<file path="config.mk">
export PLATFORM = sky130hd
export DESIGN_NAME = cic_decim
export DESIGN_NICKNAME = d
export VERILOG_FILES = /design/src/rtl/cic_decim.sv
export SDC_FILE = /design/constraint.sdc
export NUM_CORES = 1
export LEC_CHECK = 0
export CAP_MARGIN = 25
export CORE_ASPECT_RATIO = 1.75
export CORE_MARGIN = 3
export CORE_UTILIZATION = 35
export CTS_BUF_LIST = sky130_fd_sc_hd__clkbuf_2
export DETAILED_ROUTE_END_ITERATION = 16
export GPL_ROUTABILITY_DRIVEN = 0
export PLACE_DENSITY = 0.49
export SLEW_MARGIN = 20
export SYNTH_ARGS = -nofsm -noshare
export SYNTH_HDL_FRONTEND = slang
export SYNTH_SLANG_ARGS = --single-unit
</file>
<file path="constraint.sdc">
create_clock -name i_clock -period 3.93 [get_ports i_clock]
set_input_delay 0.393 -clock i_clock [delete_from_list [all_inputs] [get_ports i_clock]]
set_output_delay 0.393 -clock i_clock [all_outputs]
set_load 0.01 [all_outputs]
</file>
<file path="src/rtl/cic_decim.sv">
// I/Q CIC decimator: STAGES integrators at input rate, decimate by RATE, STAGES combs at output rate.
// Build option CIC_DECIM_ROUND_EN: round half up with positive saturation in the output stage.
module cic_decim #(
  parameter int IN_WIDTH  = 16,
  parameter int OUT_WIDTH = 16,
  parameter int STAGES    = 3,
  parameter int RATE      = 8,
  parameter int DELAY     = 1
) (
  input  logic                 i_clock,
  input  logic                 i_reset,
  input  logic [IN_WIDTH-1:0]  i_inph_data,
  input  logic [IN_WIDTH-1:0]  i_quad_data,
  input  logic                 i_valid,
  output logic [OUT_WIDTH-1:0] o_inph_data,
  output logic [OUT_WIDTH-1:0] o_quad_data,
  output logic                 o_valid
);

  localparam int ACC_WIDTH = IN_WIDTH + STAGES * $clog2(RATE * DELAY);
  localparam int SHIFT     = ACC_WIDTH - OUT_WIDTH;
  localparam int CNT_W     = $clog2(RATE);
  localparam logic [CNT_W-1:0] CNT_LAST = CNT_W'(RATE - 1);

  // Index 0 is the in-phase path, index 1 the quadrature path.
  logic signed [ACC_WIDTH-1:0] w_in     [2];
  logic signed [ACC_WIDTH-1:0] r_integ  [2][STAGES];
  logic signed [ACC_WIDTH-1:0] r_dec    [2];
  logic                        r_dec_vld;
  logic        [CNT_W-1:0]     r_count;

  logic signed [ACC_WIDTH-1:0] w_cin    [2][STAGES];
  logic        [STAGES-1:0]    w_cvin;
  logic signed [ACC_WIDTH-1:0] r_comb   [2][STAGES];
  logic signed [ACC_WIDTH-1:0] r_z      [2][STAGES][DELAY];
  logic        [STAGES-1:0]    r_cvld;

  logic        [OUT_WIDTH-1:0] w_out    [2];

  assign w_in[0] = ACC_WIDTH'($signed(i_inph_data));
  assign w_in[1] = ACC_WIDTH'($signed(i_quad_data));

  // Integrators wrap modulo 2^ACC_WIDTH by design; the combs undo the wrap.
  always_ff @(posedge i_clock) begin
    if (i_reset) begin
      for (int p = 0; p < 2; p++) begin
        for (int k = 0; k < STAGES; k++) r_integ[p][k] <= '0;
        r_dec[p] <= '0;
      end
      r_count   <= '0;
      r_dec_vld <= 1'b0;
    end else begin
      r_dec_vld <= 1'b0;
      if (i_valid) begin
        for (int p = 0; p < 2; p++) begin
          r_integ[p][0] <= r_integ[p][0] + w_in[p];
          for (int k = 1; k < STAGES; k++) r_integ[p][k] <= r_integ[p][k] + r_integ[p][k-1];
        end
        if (r_count == CNT_LAST) begin
          r_count   <= '0;
          r_dec_vld <= 1'b1;
          for (int p = 0; p < 2; p++) r_dec[p] <= r_integ[p][STAGES-1];
        end else begin
          r_count <= r_count + CNT_W'(1);
        end
      end
    end
  end

  always_comb begin
    for (int p = 0; p < 2; p++) begin
      w_cin[p][0] = r_dec[p];
      for (int k = 1; k < STAGES; k++) w_cin[p][k] = r_comb[p][k-1];
    end
    w_cvin[0] = r_dec_vld;
    for (int k = 1; k < STAGES; k++) w_cvin[k] = r_cvld[k-1];
  end

  always_ff @(posedge i_clock) begin
    if (i_reset) begin
      r_cvld <= '0;
      for (int p = 0; p < 2; p++) begin
        for (int k = 0; k < STAGES; k++) begin
          r_comb[p][k] <= '0;
          for (int d = 0; d < DELAY; d++) r_z[p][k][d] <= '0;
        end
      end
    end else begin
      r_cvld <= w_cvin;
      for (int k = 0; k < STAGES; k++) begin
        if (w_cvin[k]) begin
          for (int p = 0; p < 2; p++) begin
            r_comb[p][k] <= w_cin[p][k] - r_z[p][k][DELAY-1];
            r_z[p][k][0] <= w_cin[p][k];
            for (int d = 1; d < DELAY; d++) r_z[p][k][d] <= r_z[p][k][d-1];
          end
        end
      end
    end
  end

`ifdef CIC_DECIM_ROUND_EN
  localparam int RND_SH = (SHIFT > 0) ? SHIFT - 1 : 0;
  localparam logic [ACC_WIDTH:0] ROUND_ONE = (SHIFT > 0) ? ((ACC_WIDTH + 1)'(1) << RND_SH) : '0;

  logic signed [ACC_WIDTH:0] w_sum [2];
  logic signed [ACC_WIDTH:0] w_rs  [2];
  logic                      w_ovf [2];

  // Rounding can only overflow upward, so only the positive rail needs clamping.
  always_comb begin
    for (int p = 0; p < 2; p++) begin
      w_sum[p] = {r_comb[p][STAGES-1][ACC_WIDTH-1], r_comb[p][STAGES-1]} + ROUND_ONE;
      w_rs[p]  = w_sum[p] >>> SHIFT;
      w_ovf[p] = !w_rs[p][ACC_WIDTH] && (|w_rs[p][ACC_WIDTH-1:OUT_WIDTH-1]);
      w_out[p] = w_ovf[p] ? {1'b0, {(OUT_WIDTH-1){1'b1}}} : w_rs[p][OUT_WIDTH-1:0];
    end
  end
`else
  always_comb begin
    for (int p = 0; p < 2; p++) w_out[p] = OUT_WIDTH'(r_comb[p][STAGES-1] >>> SHIFT);
  end
`endif

  always_ff @(posedge i_clock) begin
    if (i_reset) begin
      o_inph_data <= '0;
      o_quad_data <= '0;
      o_valid     <= 1'b0;
    end else begin
      o_valid <= r_cvld[STAGES-1];
      if (r_cvld[STAGES-1]) begin
        o_inph_data <= w_out[0];
        o_quad_data <= w_out[1];
      end
    end
  end

endmodule

</file>
== After elaboration in Yosys (flattened, before gate mapping) ==
Memory sizes are Yosys's and may differ from the RTL's.
Cells that the tools add are included.
Word-level totals
  RAM bits: 500
  flip-flop bits (word level): 40
  word-level logic and storage cells: 83
  input port bits: 35
  memories: 4
  output and inout port bits: 33
Operators by class
  muxes and demuxes: 39
  eq/ne operators: 1
  bitwise logic cells: 20
  add/subtract/negate cells: 13
Memory list
  r_comb: words 2, width 75, rd ports 2, clocked after memory_dff 0, write ports 2, RTL line 34  | logic signed [ACC_WIDTH-1:0] r_comb [2][STAGES];
  r_integ: words 2, width 75, rd ports 2, clocked after memory_dff 0, write ports 2, RTL line 27  | logic signed [ACC_WIDTH-1:0] r_integ [2][STAGES];
  r_z: words 2, width 75, rd ports 2, clocked after memory_dff 0, write ports 2, RTL line 35  | logic signed [ACC_WIDTH-1:0] r_z [2][STAGES][DELAY];
  r_dec: words 2, width 25, rd ports 2, clocked after memory_dff 0, write ports 2, RTL line 28  | logic signed [ACC_WIDTH-1:0] r_dec [2];
Operator list (count)
  2-to-1 mux 25 bit: 20
  subtractor 25 bit: 6
  adder 25 bit: 4
  adder 25 x 16 -> 25 bit: 2
  OR 1 bit: 20
  2-to-1 mux 1 bit: 18
  adder 3 x 1 -> 3 bit, second input constant: 1
  equality test 3 bit, second input constant: 1
  2-to-1 mux 3 bit: 1

== Longest topological paths before layout ==
Gate-level depths: netlist of the first run.
  word-level depth: 6
  gate-level depth with buffers: 13
  mapped depth without buffers: 13

== Worst setup path before layout of the first run ==
OpenSTA, ideal clock, no wires.
  path type: input to register
  start point: input port i_reset
  end point: memory r_integ[0][0] (netlist bit), enable pin
  arrival: 2.747 ns
  slack: 0.737 ns
  stages: 3
  required time: 3.484 ns
  buffers on the path: 2
  library setup time: 0.446 ns
  cell sequence: clkbuf_1 > clkbuf_1 > or2_2
RTL lines
  start: declaration: RTL line 11  | input logic i_reset,
  end: declaration: RTL line 27

==> results.toml, run 1 <==
[run_status]
status = "complete, no violations"

[power]
p_leak_nw = 15.2
ir_drop_mv = 0.220
power_density_nw_per_um2 = 370
power_switching_w = 0.00399
seq_power_share_pct = 49.9
swShare_pct = 30.2
power_frac_clock_pct = 28.9
pwr-share-comb_pct = 21.1
p_int_w = 0.00922

[synth]
synthArstFlopShare_pct = 0
syn_inst = 3010
synth_nets = 3343
yosys.cell_types.count = 79
synth_edf_count = 482
ys_ff_latch = 522
synthesis.area_um2 = 31800
synth_flop_cell = "edfxtp_1"
yosys_warnings = 0
ys_seq_area_share_pct = 48.0
syn_area_per_cell_um2 = 10.6

[grt]
grt_max_degree = 76
antenna_found_initial = 3
grt_pass1_wl_mm = 104
grt-ovfl-total = 0
grt_usage_pct = 13.3
grt_pass1_vias = 23114

[critical_path]
crit_fanout = 4
cp.arrival_ns = 4.62
required_ns = 4.97
cp-start-kind = "flop"
end_kind = "flop"
worstSetupPathType = "reg -> reg"

[die]
die_area_um2 = 94600
die_x_um = 234
start_util_pct = 35.5
ios = 68
die_h_um = 405
rows = 145
core_um2 = 89600

[sta]
slew_headroom_pct = 34.7
finalSetupTns_ns = 0
fmax_mhz = 279
tightestPinTransition_ns = 0.979
rsz0062_at_grt = "false"
hold_ws_ns = 0.301
period_share_pct = 91.2
finalSetupViolCount = 0
fin_crit_ns = 3.58
finalHoldViolCount = 0
finalClockSkew_ns = 0.0750
drv_slew = 0

[cells_and_area]
mostFrequentLayoutCells = "482 x edfxtp_1, 360 x nor2_1, 288 x ha_1"
layout_commonest_cell = "edfxtp_1"
nFillCells = 8886
drive_gt1_share_pct = 8.45
fin_util_pct = 39.8
area_growth_pct = 12.2
nets = 3536
multiInputGateArea_um2 = 15500
seqCellArea_um2 = 15300

[clocking]
clkLatencyLatePin_ns = 1.33
numCtsBuffers = 131
clkTransAtPathRegs_ns = 0.11
cts_tree = "built"
clockRootBuffer = "clkbuf_2"
cts.repair.resized = 0
htree_levels = 4
cts.sinks = 522
clock_path_buffers = 3

[route]
drtAntennaViolNets = 0
first_pass_iters = 5
wirelength_mm = 60.6
drcViolationCount = 0
routedWlPerCell_um = 13.5
drt_iter0_drc = 687
viasPerCell = 4.88
vias = 21907

[job]
cap_violations = 0

[min_path]
hp-class = "in -> reg"

[placed_design]
numPortBuffers = 67
post-dp-hpwl_mm = 44.9
==> logic make-up after synthesis <==
group | share of synthesized area (%)
compound gates | 14.0
xor+xnor | 5.90
mux | 1.20
buf+inv | 3.25
fa+ha+maj | 12.0
flops | 48.0
simple gates | 15.7
==> registers in the layout, summed over array words and instances, names as in the netlist, 3 cells and up <==
register     cells
o_quad_data     16
r_integ        150
o_inph_data     16
r_comb         132
r_cvld           3
r_z            150
r_count          3
r_dec           50
==> worst max-delay path: stages (launching register included) <==
cell and delay, ns:
edfxtp_1 0.52, ha_1 0.32, a21o_1 0.15, a21oi_1 0.28
nor2_1 0.07, a21oi_1 0.25, a31oi_1 0.22, a21o_1 0.22
a21oi_1 0.13, dlygate4sd3_1 0.55, a21oi_1 0.06, dlygate4sd3_1 0.54
==> power groups by stage <==
stage	combinational [W]	sequential [W]	clock (W)
global route	0.00316	0.00664	0.00438
global placement	0.00261	0.00672	0
detailed placement	0.00270	0.00673	0
CTS	0.00280	0.00660	0.00411
floorplan	0.00218	0.00665	0
finish	0.00279	0.00659	0.00382
==> final timing paths <==
kind | endpoint | startpoint | slack [ns] | cells after the start
worst max-delay path | r_integ[1][63] | r_integ[1][51] | 0.35 | 11
worst min register to register | o_quad_data[14] | r_comb[1][23] | 0.47 | 2
worst max register to register | r_integ[1][63] | r_integ[1][51] | 0.35 | 11
worst min-delay path | r_integ[0][74] | i_inph_data[15] | 0.30 | 4
==> layout make-up <==
type,count,share of cell area (%)
multi-input combinational,2213,43.5
sequential,522,42.8
tap,1176,4.13
timing repair buffer,141,3.92
clock buffer,191,2.68
inverter,194,2.04
clock inverter,41,0.821
antenna,7,0.0491
==> stage by stage <==
step / std cells / total power, W / area (µm²) / worst slack, ns
2_1_floorplan: 3010 / 0.00883 / 31800 / 0.737
4_1_cts: 4478 / 0.0135 / 35600 / 0.331
6_report: 4485 / 0.0132 / 35700 / 0.345
3_3_place_gp: 4195 / 0.00933 / 33900 / 0.249
5_1_grt: 4485 / 0.0142 / 35700 / 0.114
3_5_place_dp: 4196 / 0.00943 / 33900 / 0.272
==> cell usage after synthesis, types with 40 or more instances <==
cell type / n / area share, %
edfxtp_1: 482 / 46
nor2_1: 361 / 4.3
ha_1: 288 / 11
inv_1: 194 / 2.3
a21oi_1: 182 / 2.9
and2_1: 173 / 3.4
a21o_1: 133 / 3.1
xnor2_1: 126 / 3.5
nand2_1: 121 / 1.4
o21ai_0: 92 / 1.4
xor2_1: 88 / 2.4
and3_1: 77 / 1.5
clkbuf_1: 75 / 0.89
nor3_1: 60 / 0.94
nand3_1: 51 / 0.80
dfxtp_1: 40 / 2.5
nand2b_1: 40 / 0.79
==> metal layers <==
layer  up-vias  share of wire (%)  track usage (%)
li1      11366                  -                -
met3       145                3.4             3.17
met4         0                3.5             5.90
met5         -                  0                0
met2       305                 54             25.6
met1     10091                 39             13.2
==> timing repair <==
action | 4_1_cts | 5_1_grt
hold buffers | 50 | 0
buffers inserted | 0 | 0
endpoints found under the hold margin | 543 | 0
Power figures use the tool's default switching activity.
==> run 2, diff against run 1 <==
--- a/config.mk
+++ b/config.mk
@@ -12,7 +12,6 @@
 export CTS_BUF_LIST = sky130_fd_sc_hd__clkbuf_2
 export DETAILED_ROUTE_END_ITERATION = 16
 export GPL_ROUTABILITY_DRIVEN = 0
-export PLACE_DENSITY = 0.49
 export SLEW_MARGIN = 20
 export SYNTH_ARGS = -nofsm -noshare
 export SYNTH_HDL_FRONTEND = slang
==> results.toml, run 2 (synthesized netlist as in run 1, its figures left out) <==
[run_status]
status = "complete, no violations"

[die]
core_um2 = 89600
start_util_pct = 35.5
ios = 68
die_h_um = 405
rows = 145
die_x_um = 234
die_area_um2 = 94600

[sta]
drv_slew = 0
hold_ws_ns = 0.276
slew_headroom_pct = 48.3
finalClockSkew_ns = 0.0930
tightestPinTransition_ns = 0.775
finalSetupViolCount = 0
fmax_mhz = 306
finalHoldViolCount = 0
rsz0062_at_grt = "false"
finalSetupTns_ns = 0
fin_crit_ns = 3.27
period_share_pct = 83.2

[power]
swShare_pct = 30.0
power_frac_clock_pct = 28.2
ir_drop_mv = 0.174
power_switching_w = 0.00389
p_int_w = 0.00908
p_total_w = 0.0130
seq_power_share_pct = 50.8
power_density_nw_per_um2 = 365
pwr-share-comb_pct = 21.0
p_leak_nw = 15.2

[job]
cap_violations = 0

[route]
wirelength_mm = 58.0
first_pass_iters = 5
routedWlPerCell_um = 13.0
drcViolationCount = 0
viasPerCell = 4.85
drtAntennaViolNets = 0
drt_iter0_drc = 696
vias = 21663

[cells_and_area]
mostFrequentLayoutCells = "482 x edfxtp_1, 360 x nor2_1, 288 x ha_1"
nFillCells = 8904
fin_area_um2 = 35500
drive_gt1_share_pct = 8.00
largestRegisters = "r_integ (150), r_z (150), r_comb (132)"
nets = 3520
layout_commonest_cell = "edfxtp_1"
area_growth_pct = 11.8

[placed_design]
placed_area_um2 = 33900
post-dp-hpwl_mm = 42.8
numPortBuffers = 67

[grt]
grt_pass1_wl_mm = 99.3
grt_pass1_vias = 21720
grt_max_degree = 101
antenna_found_initial = 4
grt_usage_pct = 12.5
grt-ovfl-total = 0

[critical_path]
cp-start-kind = "flop"
crit_fanout = 4
cp.arrival_ns = 4.19
worstSetupPathType = "reg -> reg"
rrSetupSlack_ns = 0.66
end_kind = "flop"
required_ns = 4.85

[clocking]
clkLatencyLatePin_ns = 1.22
cts.repair.resized = 0
post_cts_buffers = 0
clockRootBuffer = "clkbuf_2"
cts.sinks = 522
cts_hold_buf = 41
cts_tree = "built"
clock_path_buffers = 3
numCtsBuffers = 121
htree_levels = 3
clkTransAtPathRegs_ns = 0.11

[min_path]
hp-class = "in -> reg"
==> run 2: through the flow <==
stage / utilization (%) / std cells / setup WS, ns
6_report: 39.6 / 4470 / 0.659
5_1_grt: 39.6 / 4470 / 0.444
4_1_cts: 39.6 / 4464 / 0.626
3_5_place_dp: 37.8 / 4198 / 0.275
3_3_place_gp: 37.8 / 4197 / 0.255
2_1_floorplan: - / 3010 / 0.737
==> run 2: critical path, stage by stage, from the launching register on <==
cell and delay (ns):
edfxtp_1 0.43, ha_1 0.23, fa_1 0.40, a21oi_1 0.29
or3_1 0.21, a41oi_2 0.17, o2111ai_2 0.29, a31oi_4 0.15
a311o_1 0.42, a31oi_1 0.21, xor2_1 0.16, nor2_1 0.05
==> run 2: power groups by stage <==
stage	Sequential [W]	Combinational, W	Clock (W)
after CTS	0.00660	0.00274	0.00390
after floorplan	0.00665	0.00218	0
after global placement	0.00672	0.00264	0
final	0.00659	0.00273	0.00366
after detailed placement	0.00673	0.00267	0
after global routing	0.00663	0.00310	0.00414
==> run 2: final timing paths <==
path,cells after the start,to,startpoint
min reg2reg,2,o_inph_data[6],r_comb[0][15]
max,11,r_integ[0][70],r_integ[0][50]
min,4,r_integ[1][64],i_quad_data[14]
max reg2reg,11,r_integ[0][70],r_integ[0][50]
==> run 2: area by class of cell <==
cell class                      instances  area [µm²]  share of cell area (%)
Antenna cell                            5        12.5                  0.0352
Clock buffer                          171         856                    2.41
Clock inverter                         54         332                   0.933
Inverter                              194         728                    2.05
Multi-Input combinational cell       2213       15500                    43.7
Sequential cell                       522       15300                    43.0
Tap cell                             1176        1470                    4.14
Timing Repair Buffer                  135        1340                    3.76
==> run 2: per-layer routing <==
| metal | up-vias | global-route usage (%) | share of wire, % | wire (µm) |
|---|---|---|---|---|
| li1 | 11336 | - | - | - |
| met5 | - | 0 | 0 | 0 |
| met1 | 9915 | 13.5 | 41 | 23700 |
| met2 | 296 | 23.2 | 53 | 30600 |
| met3 | 116 | 2.54 | 3.6 | 2110 |
| met4 | 0 | 5.39 | 2.7 | 1550 |
==> run 3, diff against run 2 <==
==> constraint.sdc (replaced) <==
create_clock -name i_clock -period 3.15 [get_ports i_clock]
set_input_delay 0.315 -clock i_clock [delete_from_list [all_inputs] [get_ports i_clock]]
set_output_delay 0.315 -clock i_clock [all_outputs]
set_load 0.01 [all_outputs]
==> results.toml, run 3 (synthesized netlist as in run 1, its figures left out) <==
[run_status]
status = "complete, no violations"

[clocking]
numCtsBuffers = 121
clockRootBuffer = "clkbuf_2"
htree_levels = 3
clock_path_buffers = 3
cts.sinks = 522
clkLatencyLatePin_ns = 1.24
cts_tree = "built"
clkTransAtPathRegs_ns = 0.12

[critical_path]
required_ns = 4.14
r2r_cells = 10
timing.rr.end = "r_integ[1][49]"
cp-start-kind = "flop"
r2r-start = "r_integ[1][65]"
rrSetupSlack_ns = 0.15
cp.arrival_ns = 3.99
end_kind = "flop"
worstSetupPathType = "reg -> reg"
crit_fanout = 5

[grt]
grt_max_degree = 74
antenna_found_initial = 3
grt_pass1_wl_mm = 100
grt_usage_pct = 12.6
grt_util_met1_pct = 13.4
gr-usage-met2_pct = 23.7
grt-ovfl-total = 0
grt_pass1_vias = 22160
met3_usage_pct = 2.50
top_usage_layer = "met2"

[power]
pwr-share-comb_pct = 22.0
power_switching_w = 0.00492
power_frac_clock_pct = 27.9
ir_drop_mv = 0.227
p_leak_nw = 15.5
swShare_pct = 30.0
seq_power_share_pct = 50.1
power_density_nw_per_um2 = 453
p_total_w = 0.0164
p_int_w = 0.0115

[job]
cap_violations = 0

[sta]
finalSetupViolCount = 0
finalClockSkew_ns = 0.0614
drv_slew = 0
rsz0062_at_grt = "true"
fin_crit_ns = 3.00
finalHoldViolCount = 0
slew_headroom_pct = 46.0
finalSetupTns_ns = 0
period_share_pct = 95.3
fmax_mhz = 333
tightestPinTransition_ns = 0.809

[placed_design]
numPortBuffers = 67
placed_area_um2 = 34400
post-dp-hpwl_mm = 43.3

[cells_and_area]
mostFrequentLayoutCells = "482 x edfxtp_1, 359 x nor2_1, 286 x ha_1"
fin_area_um2 = 36200
layout_commonest_cell = "edfxtp_1"
drive_gt1_share_pct = 10.6
nets = 3584
largestRegisters = "r_integ (150), r_z (150), r_comb (132)"
area_growth_pct = 14.0
fin_util_pct = 40.4

[die]
core_um2 = 89600
die_h_um = 405
die_area_um2 = 94600
die_x_um = 234
rows = 145
ios = 68
start_util_pct = 35.5

[route]
wirelength_mm = 59.2
first_pass_iters = 4
drtAntennaViolNets = 0
drt_iter0_drc = 767
vias = 22000
drcViolationCount = 0
routedWlPerCell_um = 13.1
viasPerCell = 4.86

[min_path]
hold_path_startpoint = "i_quad_data[15]"
hp-class = "in -> reg"
min_path_cells = 5
min_to = "r_integ[1][67]"
-- run 3: cell count changes in the layout (fill, tap and decap cells not counted), moves of 3 or more --
cell	delta
buf_4	+54
buf_12	+8
a21oi_1	-7
a21oi_2	+6
clkbuf_2	+6
fa_1	-4
fa_2	+4
dlygate4sd3_1	+3
-- run 3: worst max-delay path by stage --
stage	startpoint	end	slack [ns]	depth (start not counted)
finish	r_integ[1][65]	r_integ[1][49]	0.15	10
global route	r_integ[1][50]	r_integ[1][72]	-0.04	11
CTS	r_integ[0][50]	r_integ[0][70]	0.01	11
detailed placement	i_inph_data[0]	r_integ[0][70]	-0.31	12
global placement	i_inph_data[0]	r_integ[0][70]	-0.36	12
floorplan	i_reset	r_integ[0][0]	0.03	3
-- run 3: power groups by stage --
stage | Clock, W | Combinational, W | Sequential [W]
final | 0.00458 | 0.00361 | 0.00823
after global routing | 0.00519 | 0.00406 | 0.00828
after CTS | 0.00489 | 0.00358 | 0.00824
after detailed placement | 0 | 0.00346 | 0.00840
after global placement | 0 | 0.00343 | 0.00838
after floorplan | 0 | 0.00272 | 0.00829
-- run 3: worst max-delay path, cell delays in order (launching register included) --
cell and delay (ns):
edfxtp_1 0.47, ha_1 0.39, a21o_1 0.22, a21o_1 0.17, a21o_1 0.19, a221o_1 0.39, a2111o_1 0.44, o221ai_2 0.19
o21ai_1 0.12, xnor2_1 0.15, nor2_1 0.05
-- run 3: metal layers --
layer	vias up	wire length, µm
met5	-	0
met4	0	1940
met3	138	2030
met2	273	31000
met1	10113	24200
li1	11476	-
-- run 3: through the flow --
step	std cells	worst slack [ns]	hold slack (ns)
after global routing	4531	-0.0444	0.149
after CTS	4524	0.0105	0.0119
after floorplan	3010	0.0350	0.456
after detailed placement	4256	-0.311	0.471
final	4531	0.149	0.242
after global placement	4255	-0.356	0.462
-- run 3: layout make-up --
| class | instances | area, µm² |
|---|---|---|
| fill | 8843 | 53400 |
| multi-input combinational | 2213 | 15700 |
| sequential | 522 | 15300 |
| timing repair buffer | 199 | 1900 |
| tap | 1176 | 1470 |
| clock buffer | 177 | 886 |
| inverter | 194 | 728 |
| clock inverter | 47 | 298 |
| antenna | 3 | 7.51 |
-- run 3: repair_timing --
item,in CTS,in global routing
buffers inserted,0,4
gates resized for setup,8,28
pin swaps,0,17
endpoints found under the setup margin,10,36
endpoints found under the hold margin,470,0
hold buffers,44,0
